--- src/rtl/mul_issue.sv ---
// M-extension multiply issue/writeback sequencer in front of an iterative multiplier.
// Optional result reuse cache enabled by defining MUL_FUSE_EN.
package mul_issue_pkg;
  typedef enum logic [1:0] {
    mul_ss = 2'd0,
    mul_su = 2'd1,
    mul_uu = 2'd2,
    mul_lo = 2'd3
  } mul_ops;
endpackage

module mul_issue
  import mul_issue_pkg::*;
#(
  parameter int XLEN = 32
) (
  input  logic              clk,
  input  logic              rst,
  input  logic              req_valid,
  output logic              req_ready,
  input  logic [2:0]        req_funct3,
  input  logic [XLEN-1:0]   req_rs1,
  input  logic [XLEN-1:0]   req_rs2,
  input  logic [4:0]        req_rd,
  output logic              mul_start,
  output logic [XLEN-1:0]   mul_multiplicand,
  output logic [XLEN-1:0]   mul_multiplier,
  output mul_ops            mul_op,
  input  logic [2*XLEN-1:0] mul_result,
  input  logic              mul_done,
  output logic              rsp_valid,
  input  logic              rsp_ready,
  output logic [XLEN-1:0]   rsp_data,
  output logic [4:0]        rsp_rd,
  output logic              busy
);

  typedef enum logic [1:0] {IDLE, ISSUE, WAIT, RESP} state_t;

  state_t          r_state;
  state_t          w_next;
  logic [XLEN-1:0] r_rs1;
  logic [XLEN-1:0] r_rs2;
  logic [1:0]      r_f3;
  logic [4:0]      r_rd;
  logic [XLEN-1:0] r_rsp_data;
  mul_ops          r_op;
  logic            w_accept;
  logic            w_done;
  logic            w_hit;
  logic [XLEN-1:0] w_hit_data;

  function automatic mul_ops f_op(input logic [1:0] f3);
    case (f3)
      2'b01:   f_op = mul_ss;
      2'b10:   f_op = mul_su;
      2'b11:   f_op = mul_uu;
      default: f_op = mul_lo;
    endcase
  endfunction

  // MUL writes back the low word, every MULH* variant the high word.
  function automatic logic [XLEN-1:0] f_sel(input logic [1:0] f3, input logic [2*XLEN-1:0] p);
    f_sel = (f3 == 2'b00) ? p[XLEN-1:0] : p[2*XLEN-1:XLEN];
  endfunction

  assign w_accept = req_valid && req_ready;
  assign w_done   = (r_state == WAIT) && mul_done;

`ifdef MUL_FUSE_EN
  logic            r_c_vld;
  logic [XLEN-1:0] r_c_rs1;
  logic [XLEN-1:0] r_c_rs2;
  logic [1:0]      r_c_f3;
  logic [2*XLEN-1:0] r_c_prod;

  // The low word is sign-agnostic, so MUL may reuse any cached product.
  assign w_hit = r_c_vld && !req_funct3[2] && (req_rs1 == r_c_rs1) && (req_rs2 == r_c_rs2) &&
                 ((req_funct3[1:0] == r_c_f3) || (req_funct3[1:0] == 2'b00));
  assign w_hit_data = f_sel(req_funct3[1:0], r_c_prod);

  always_ff @(posedge clk) begin
    if (!rst) begin
      r_c_vld <= 1'b0;
    end else if (w_done) begin
      r_c_vld <= 1'b1;
    end
  end

  always_ff @(posedge clk) begin
    if (w_done) begin
      r_c_rs1  <= r_rs1;
      r_c_rs2  <= r_rs2;
      r_c_f3   <= r_f3;
      r_c_prod <= mul_result;
    end
  end
`else
  assign w_hit      = 1'b0;
  assign w_hit_data = '0;
`endif

  always_ff @(posedge clk) begin
    if (!rst) begin
      r_state <= IDLE;
    end else begin
      r_state <= w_next;
    end
  end

  always_comb begin
    w_next = r_state;
    case (r_state)
      IDLE: begin
        if (req_valid) begin
          w_next = (req_funct3[2] || w_hit) ? RESP : ISSUE;
        end
      end
      ISSUE:   w_next = WAIT;
      WAIT:    if (mul_done) w_next = RESP;
      RESP:    if (rsp_ready) w_next = IDLE;
      default: w_next = IDLE;
    endcase
  end

  always_comb begin
    req_ready = (r_state == IDLE);
    mul_start = (r_state == ISSUE);
    rsp_valid = (r_state == RESP);
    busy      = (r_state != IDLE);
  end

  always_ff @(posedge clk) begin
    if (!rst) begin
      r_rs1      <= '0;
      r_rs2      <= '0;
      r_f3       <= 2'b00;
      r_rd       <= 5'd0;
      r_rsp_data <= '0;
      r_op       <= mul_lo;
    end else if (w_accept) begin
      r_rs1 <= req_rs1;
      r_rs2 <= req_rs2;
      r_f3  <= req_funct3[1:0];
      r_rd  <= req_rd;
      r_op  <= f_op(req_funct3[1:0]);
      if (req_funct3[2]) begin
        r_rsp_data <= '0;
      end else if (w_hit) begin
        r_rsp_data <= w_hit_data;
      end
    end else if (w_done) begin
      r_rsp_data <= f_sel(r_f3, mul_result);
    end
  end

  assign mul_multiplicand = r_rs1;
  assign mul_multiplier   = r_rs2;
  assign mul_op           = r_op;
  assign rsp_data         = r_rsp_data;
  assign rsp_rd           = r_rd;

endmodule

--- config.mk ---
export PLATFORM = sky130hd
export DESIGN_NAME = mul_issue
export DESIGN_NICKNAME = d
export VERILOG_FILES = /design/src/rtl/mul_issue.sv
export SDC_FILE = /design/constraint.sdc
export NUM_CORES = 1
export LEC_CHECK = 0
export BUFFER_PORTS_ARGS = -buffer_cell sky130_fd_sc_hd__buf_4
export CORE_MARGIN = 2
export CORE_UTILIZATION = 44
export CTS_CLUSTER_DIAMETER = 60
export DETAILED_ROUTE_END_ITERATION = 8
export HOLD_SLACK_MARGIN = 0.1
export PLACE_DENSITY = 0.79
export SYNTH_ARGS = -nofsm -noshare
export SYNTH_HDL_FRONTEND = slang
export SYNTH_SLANG_ARGS = --single-unit
--- constraint.sdc ---
create_clock -name clk -period 1.8 [get_ports clk]
set_input_delay 0.18 -clock clk [delete_from_list [all_inputs] [get_ports clk]]
set_output_delay 0.18 -clock clk [all_outputs]
set_load 0.005 [all_outputs]
# Word-level counts from Yosys, hierarchy flattened
# Index checks and enable logic that the tools add are counted.
# word_totals
register_bits,107
latch_bits,0
ramBits,0
mem_bits_ro,0
output_inout_bits,107
wordCells,35
n_memories,0
# classes
addsub,0
mul,0
div_mod_pow,0
magnitude_cmp,0
n_eq_ne,10
shift,0
n_mux,10
n_bitwise,0
reduce_logical,8
# ops
cell,n
$mux W32,4
$eq A2 B2 Y1 const B,4
$mux W2,4
$pmux W2 S4,1
$ne A2 B2 Y1 const B,3
$pmux W2 S3,1
$eq A2 B1 Y1 const B,2
$logic_not A2 Y1,2
$reduce_bool A2 Y1,2
$reduce_and A3 Y1,1
$logic_and A1 B1 Y1,2
$ne A2 B1 Y1 const B,1
$reduce_and A2 Y1,1

# Depth between registers and ports, before layout
# Gate-level depths: netlist of the first run.
# logic_depth
word_depth,4
depth_mapped,7
mapped_depth_nobuf,5

# Worst setup path after synthesis of the first run
# Ideal clock, no wire load.
# synth_path
path_type,reg2reg
from,register r_state[0]
to,"register r_rsp_data[10], in the netlist rsp_data[10]"
t_arrival_ns,1.473
t_required_ns,1.673
path_slack_ns,0.200
path_stages_with_launch,8
n_path_buf,2
period_less_slack_ns,1.600
cell_sequence,dfxtp_1 -> inv_1 -> ha_1 -> and2_1 -> buf_6 -> o211a_4 -> buf_6 -> o2bb2ai_1
# synth_via
elab_chain_cells,4
# synth_rtl
element,line_no,text
"start, declared",40,state_t r_state;
"start signal, assigned",107,r_state <= w_next;
$logic_not A2 Y1 *,127,req_ready = (r_state == IDLE);
named net req_ready,20,"output logic req_ready,"
$logic_and A1 B1 Y1 *,67,assign w_accept = req_valid && req_ready;
$ne A2 B2 Y1 (no line) / $reduce_bool A2 Y1 (equally long branches),-,
$reduce_and A2 Y1 (no line),-,
"end signal, assigned",150,r_rsp_data <= w_hit_data;
"end signal, assigned",153,"r_rsp_data <= f_sel(r_f3, mul_result);"
"end, declared",46,logic [XLEN-1:0] r_rsp_data;
# Mark *: on every way through the listed nets, which the timed path passes. The rest lies on a longest branch.
# A chain may end at the register's enable or synchronous reset.

# Final worst setup path of the first run
# layout_path
from,register r_f3[0]
to,"register r_rsp_data[18], in the netlist rsp_data[18]"
# layout_via
elab_chain_cells,4
# layout_rtl
element,line_no,text
"start, declared",44,logic [1:0] r_f3;
"start signal, assigned",144,r_f3 <= req_funct3[1:0];
$logic_not A2 Y1,64,f_sel = (f3 == 2'b00) ? p[XLEN-1:0] : p[2*XLEN-1:XLEN];
$mux W32,64,
$mux W32,152,end else if (w_done) begin
$mux W32,141,end else if (w_accept) begin
# No other way between the ends. The select of a mux whose other input is x is not followed.

==> results.yml, run 1 <==
global_route:
  grt_pass1_vias: 4777
  use_met3_pct: 6.22
  grt_start_max_net_pins: 73
  grt_util_all_layers_pct: 28.6
  gr-total-overflow: 0
  grt_pass1_wl_um: 23100
  grtUsageMet2_pct: 56.2
  grt_use_met1_pct: 28.3
  antenna_found_initial: 0
  top_usage_layer: "met2"
placed_design:
  placedInstanceArea_um2: 6180
  dp_slack_ps: 145
  gp_congestion: 0.814
  hpwl_um: 9090
  port-buffer-count: 247
sta:
  drv_slew: 0
  setup_viol: 0
  relSlewSlack_pct: 72.9
  final_hold_viol_count: 0
  fin_crit_ps: 1740
  rsz0062_at_grt: "false"
  whs_ps: 103
  max_freq_mhz: 575
  worst_slew_pin_slew_ps: 406
  timing.final.crit_share_pct: 96.7
  timing.final.ws_setup_ps: 59.4
  setup_tns_ps: 0
  clock_skew_ps: 14.1
synth:
  synthArstFlopShare_pct: 0
  synth_commonest_cells: "nand2_1 (147), dfxtp_1 (107), a21boi_0 (66)"
  synth_most_common_cell: "nand2_1"
  syn_area_um2: 4250
  ys.flop_type: "dfxtp_1"
  synth_seq_cells: 107
  yosysUniqueCellTypes: 27
  avgSynthCellArea_um2: 9.41
  synthDominantCellAreaShare_pct: 50.5
  synth_area_leaders: "dfxtp_1 (50%), nand2_1 (13%), a21boi_0 (12%), mux2i_1 (7.8%), o2bb2ai_1 (6.6%)"
  syn_nets: 599
  synthCells: 451
  ys_seq_area_share_pct: 50.5
  synth_edf_count: 0
  yosysWarnings: 0
  yosysTopAreaCell: "dfxtp_1"
floorplanning:
  rows: 35
  ios: 248
  fp.dieW_um: 102
  start_util_pct: 45.7
  coreArea_um2: 9280
  die_y_um: 102
  dieArea_um2: 10500
routing:
  drc: 0
  first_iter_violations: 129
  ant_nets: 0
  wl_um: 15800
  viasPerCell: 5.05
  wl_per_cell_um: 17.2
  vias: 4643
  first_pass_iters: 4
pwr:
  p_leak_uw: 0.00348
  ir_worst_vdd_uv: 628
  power.density_nw_per_um2: 995
cts:
  cts-root-buf: "clkbuf_8"
  clkSinkCount: 107
  h-tree-depth: 3
  cts_buffers: 9
  cts_buffer_depth: 2
  cts_tree: "done"
  path_clk_slew_ps: 100
  insertion_delay_ps: 360
run:
  cap_violations: 0
worst_setup_path:
  crit_chain: "nor2_4 -> buf_12 -> mux2i_1 -> dlygate4sd3_1 -> o2bb2ai_1"
  crit_family: "buffers and inverters"
  crit_cells: 5
  worstPathMaxFanout: 8
  critPathArrivalTime_ps: 1980
  crit_buf_inv: 2
  critical_path_class: "register to register"
  crit_required_ps: 2040
  r2r_cells: 5
  worstSetupStartpointType: "register"
  slowest_stage: "dlygate4sd3_1"
  setup.worst_path.end_class: "register"
  critPathMaxStageDelay_ps: 600
finish:
  diodes: 0
  final_nets: 935
  final_area_um2: 7460
  fillCellCount: 606
  syn2layout_area_growth_pct: 75.6
  layout-drive-gt1-share_pct: 35.0
worst_hold_path:
  min_path_cells: 3
  min_path_type: "primary input to register"
status:
  status: "completed"
-- metrics by stage --
step / power [uW] / cells / util [%]
3_5_place_dp: 5440 / 801 / 66.5
4_1_cts: 7230 / 917 / 79.6
3_3_place_gp: 5340 / 801 / 66.5
2_1_floorplan: 4240 / 451 / -
6_report: 7420 / 920 / 80.3
5_1_grt: 7800 / 920 / 80.3
-- cell usage in the layout (no fill, tap or decap), types with 2 or more instances in the layout --
master,instances
clkbuf_16,2
ha_1,7
a21boi_0,66
a21boi_1,5
o2bb2ai_1,32
mux2i_1,32
buf_12,3
nand2_1,146
dfxtp_1,107
inv_1,6
buf_4,252
nor2_1,2
clkbuf_8,9
dlygate4sd3_1,101
clkbuf_1,2
bufinv_16,2
-- cell families after synthesis --
| kind of cell | after synthesis | share of synthesized area, % |
|---|---|---|
| AND/OR/NAND/NOR | 155 | 14.0 |
| AO/OA/AOI/OAI | 109 | 20.6 |
| flip-flops | 107 | 50.5 |
| buffers and inverters | 39 | 4.86 |
| multiplexers | 34 | 8.05 |
| adder cells (fa/ha/maj) | 7 | 2.06 |
-- area by class of cell --
class | count | area (um2) | area share (%)
clock buffers | 11 | 131 | 1.76
clock inverters | 4 | 76.3 | 1.02
inverters | 6 | 22.5 | 0.302
multi-input cells | 305 | 1910 | 25.6
flip-flops and latches | 107 | 2140 | 28.7
well taps | 129 | 161 | 2.16
repair buffers | 358 | 3010 | 40.4
-- repair_timing --
item                                   4_1_cts  5_1_grt
setup endpoints to repair                    0        4
hold buffers                               101        0
endpoints found under the hold margin       85        0
buffers inserted                             0        1
gates resized for setup                      0        1
-- final timing paths --
path	start	to	slack [ps]
max	r_f3[0]$_SDFFE_PN0P_	rsp_data[18]$_SDFFE_PN0P_	60
min	mul_result[33]	rsp_data[1]$_SDFFE_PN0P_	100
max reg2reg	r_f3[0]$_SDFFE_PN0P_	rsp_data[18]$_SDFFE_PN0P_	60
min reg2reg	mul_multiplier[6]$_SDFFE_PN0P_	mul_multiplier[6]$_SDFFE_PN0P_	460
-- flip-flops by register name, summed over array words and instances (netlist names) --
signal            cells
mul_multiplicand     32
mul_multiplier       32
mul_op                2
r_f3                  2
r_state               2
rsp_data             32
rsp_rd                5
-- routing by layer --
layer | vias up | routed length, um
li1 | 2185 | -
met3 | 46 | 930
met5 | - | 0
met2 | 202 | 8620
met1 | 2210 | 5700
met4 | 0 | 561
-- worst reg2reg max path: stages (launching register included) --
cell	delay, ps
dfxtp_1	340
nor2_4	220
buf_12	180
mux2i_1	210
dlygate4sd3_1	600
o2bb2ai_1	80
-- where the power goes --
part | switching, uW | internal [uW] | leakage (uW)
Combinational | 1310 | 1520 | 0.00251
Clock | 784 | 781 | 0.0000996
Sequential | 242 | 2770 | 0.000873
No activity file was read; power rests on OpenSTA's default activity.
==> run 2, diff against run 1 <==
BUFFER_PORTS_ARGS = default   (was -buffer_cell sky130_fd_sc_hd__buf_4)
CORE_AREA = 2 2 97 99   (was default)
CORE_MARGIN = default   (was 2)
CORE_UTILIZATION = default   (was 44)
DIE_AREA = 0 0 99 101   (was default)
DONT_BUFFER_PORTS = 1   (was default)
PLACE_DENSITY = 0.6   (was 0.79)
==> run 2 against run 1 <==
  * The flow now stops in clock tree synthesis (4_1_cts)
  * Synthesized cell count is the same
  * Synthesized area is the same
==> results.yml, run 2 <==
synth:
  ys.flop_type: "dfxtp_1"
  avgSynthCellArea_um2: 9.41
  yosysUniqueCellTypes: 27
  synth_commonest_cells: "nand2_1 (147), dfxtp_1 (107), a21boi_0 (66)"
  yosysTopAreaCell: "dfxtp_1"
  synth_area_leaders: "dfxtp_1 (50%), nand2_1 (13%), a21boi_0 (12%), mux2i_1 (7.8%), o2bb2ai_1 (6.6%)"
  ys_seq_area_share_pct: 50.5
  synthArstFlopShare_pct: 0
  synthDominantCellAreaShare_pct: 50.5
  synthCells: 451
  synth_seq_cells: 107
  synth_most_common_cell: "nand2_1"
  synth_edf_count: 0
  yosysWarnings: 0
  syn_nets: 599
  syn_area_um2: 4250
status:
  tool.error: "[ERROR RSZ-0060] Max buffer count reached."
  status: "aborted with a tool error"
  stop_stage: "clock tree synthesis (4_1_cts)"
cts:
  cts_setup_buffers: 0
  h-tree-depth: 3
  cts_buffer_depth: 2
  clkSinkCount: 107
  cts_buffers: 9
  cts-root-buf: "clkbuf_8"
  cts_hold_buf: 111
  cts_resized: 0
floorplanning:
  die_y_um: 101
  start_util_pct: 47.3
  ios: 248
  fp.dieW_um: 99
  rows: 35
placed_design:
  gp_congestion: 0.744
  hpwl_um: 6580
  placedInstanceArea_um2: 4280
  port-buffer-count: 0
## run 2: per-stage QoR
step	cells	setup WS, ps
after global placement	534	231
after floorplan	451	200
after detailed placement	534	160
## run 2: kinds of logic after synthesis
| group | synth area share, % |
|---|---|
| compound gates | 20.6 |
| fa+ha+maj | 2.06 |
| buf+inv | 4.86 |
| flops | 50.5 |
| mux | 8.05 |
| simple gates | 14.0 |
==> run 3, diff against run 2 <==
CORE_AREA = default   (was 2 2 97 99)
CORE_MARGIN = 2   (was default)
CORE_UTILIZATION = 40   (was default)
CTS_CLUSTER_DIAMETER = default   (was 60)
DIE_AREA = default   (was 0 0 99 101)
HOLD_SLACK_MARGIN = default   (was 0.1)
PLACE_DENSITY = default   (was 0.6)
PLACE_DENSITY_LB_ADDON = 0.15   (was default)
==> run 3 against run 2 <==
  * The flow now finishes without violations
==> results.yml, run 3 (synthesis results as in run 1) <==
status:
  status: "completed"
run:
  cap_violations: 0
placed_design:
  port-buffer-count: 0
  placedCellCount: 560
  gp_congestion: 0.712
  placedInstanceArea_um2: 4320
  hpwl_um: 6790
finish:
  layout_common_cells: "nand2_1 (146), dfxtp_1 (107), dlygate4sd3_1 (93), a21boi_0 (66), mux2i_1 (33)"
  final_cells: 670
  utilization_pct: 53.3
  syn2layout_area_growth_pct: 29.6
  final_nets: 678
  layout-drive-gt1-share_pct: 5.06
  final_common_cell: "nand2_1"
  final_area_um2: 5500
  fillCellCount: 910
  diodes: 0
global_route:
  grt_pass1_wl_um: 16700
  grt_util_all_layers_pct: 18.4
  grt_pass1_vias: 3350
  antenna_found_initial: 0
  grt_start_max_net_pins: 77
  gr-total-overflow: 0
cts:
  clkSinkCount: 107
  path_clk_slew_ps: 90
  cts_setup_buffers: 0
  cts-root-buf: "clkbuf_8"
  cts_buffers: 9
  h-tree-depth: 3
  cts_tree: "done"
  insertion_delay_ps: 350
  cts_buffer_depth: 2
sta:
  setup_viol: 0
  worst_slew_pin_slew_ps: 372
  drv_slew: 0
  rsz0062_at_grt: "false"
  relSlewSlack_pct: 75.2
  fin_crit_ps: 1710
  clock_skew_ps: 13.9
  setup_tns_ps: 0
  final_hold_viol_count: 0
  max_freq_mhz: 583
  timing.final.crit_share_pct: 95.2
pwr:
  p_leak_uw: 0.00220
  ir_worst_vdd_uv: 495
  power.density_nw_per_um2: 1140
  power_uw: 6270
worst_hold_path:
  min_path_cells: 2
  min_path_type: "primary input to register"
worst_setup_path:
  r2r_cells: 5
  critPathArrivalTime_ps: 1960
  worstPathMaxFanout: 32
  critical_path_class: "register to register"
  crit_required_ps: 2040
  setup.worst_path.end_class: "register"
  worstSetupStartpointType: "register"
routing:
  first_pass_iters: 5
  drc: 0
  ant_nets: 0
  first_iter_violations: 115
  vias: 3400
  viasPerCell: 5.07
  wl_um: 11200
  wl_per_cell_um: 16.7
floorplanning:
  fp.dieW_um: 107
  start_util_pct: 41.1
  dieArea_um2: 11500
  die_y_um: 107
  rows: 37
  ios: 248
  coreArea_um2: 10300
-- run 3: repair_timing --
action / in CTS / in global routing
resized for setup: 0 / 0
setup endpoints to repair: 0 / 2
hold endpoints to repair: 87 / 0
hold buffers: 94 / 0
-- run 3: power breakdown --
part | internal [uW] | switching, uW | total, uW
logic | 787 | 901 | 1690
registers | 2780 | 343 | 3120
clock network | 713 | 744 | 1460
total | 4280 | 1990 | 6270
-- run 3: layout make-up --
type                       count  area (um2)  area share, %
clock buffer                  13         159           2.89
clock inverter                 2        35.0          0.637
inverter                       6        22.5          0.409
multi-input combinational    305        1910           34.6
sequential                   107        2140           38.9
tap                          136         170           3.09
timing repair buffer         101        1070           19.4
-- run 3: critical path: stages, from the launching register on --
cell	delay (ps)
dfxtp_1	340
nor2_4	120
buf_12	230
mux2i_1	260
dlygate4sd3_1	580
o2bb2ai_1	60
-- run 3: through the flow --
step / hold slack (ps) / setup slack [ps]
final: 13.9 / 85.8
after global routing: 3.05 / 5.33
after CTS: 0.0943 / 149
after detailed placement: 286 / 199
after global placement: 273 / 263
after floorplan: 315 / 200
-- run 3: worst paths after layout --
check / slack (ps) / from / to
min reg2reg: 480 / mul_multiplicand[1]$_SDFFE_PN0P_ / mul_multiplicand[1]$_SDFFE_PN0P_
max: 90 / r_f3[1]$_SDFFE_PN0P_ / rsp_data[23]$_SDFFE_PN0P_
min: 10 / mul_result[38] / rsp_data[6]$_SDFFE_PN0P_
max reg2reg: 90 / r_f3[1]$_SDFFE_PN0P_ / rsp_data[23]$_SDFFE_PN0P_
-- run 3: per-layer routing --
metal | global-route usage [%] | routed length (um)
met1 | 19.4 | 4270
met2 | 33.0 | 5680
met3 | 6.44 | 951
met4 | 7.98 | 263
met5 | 0 | 0
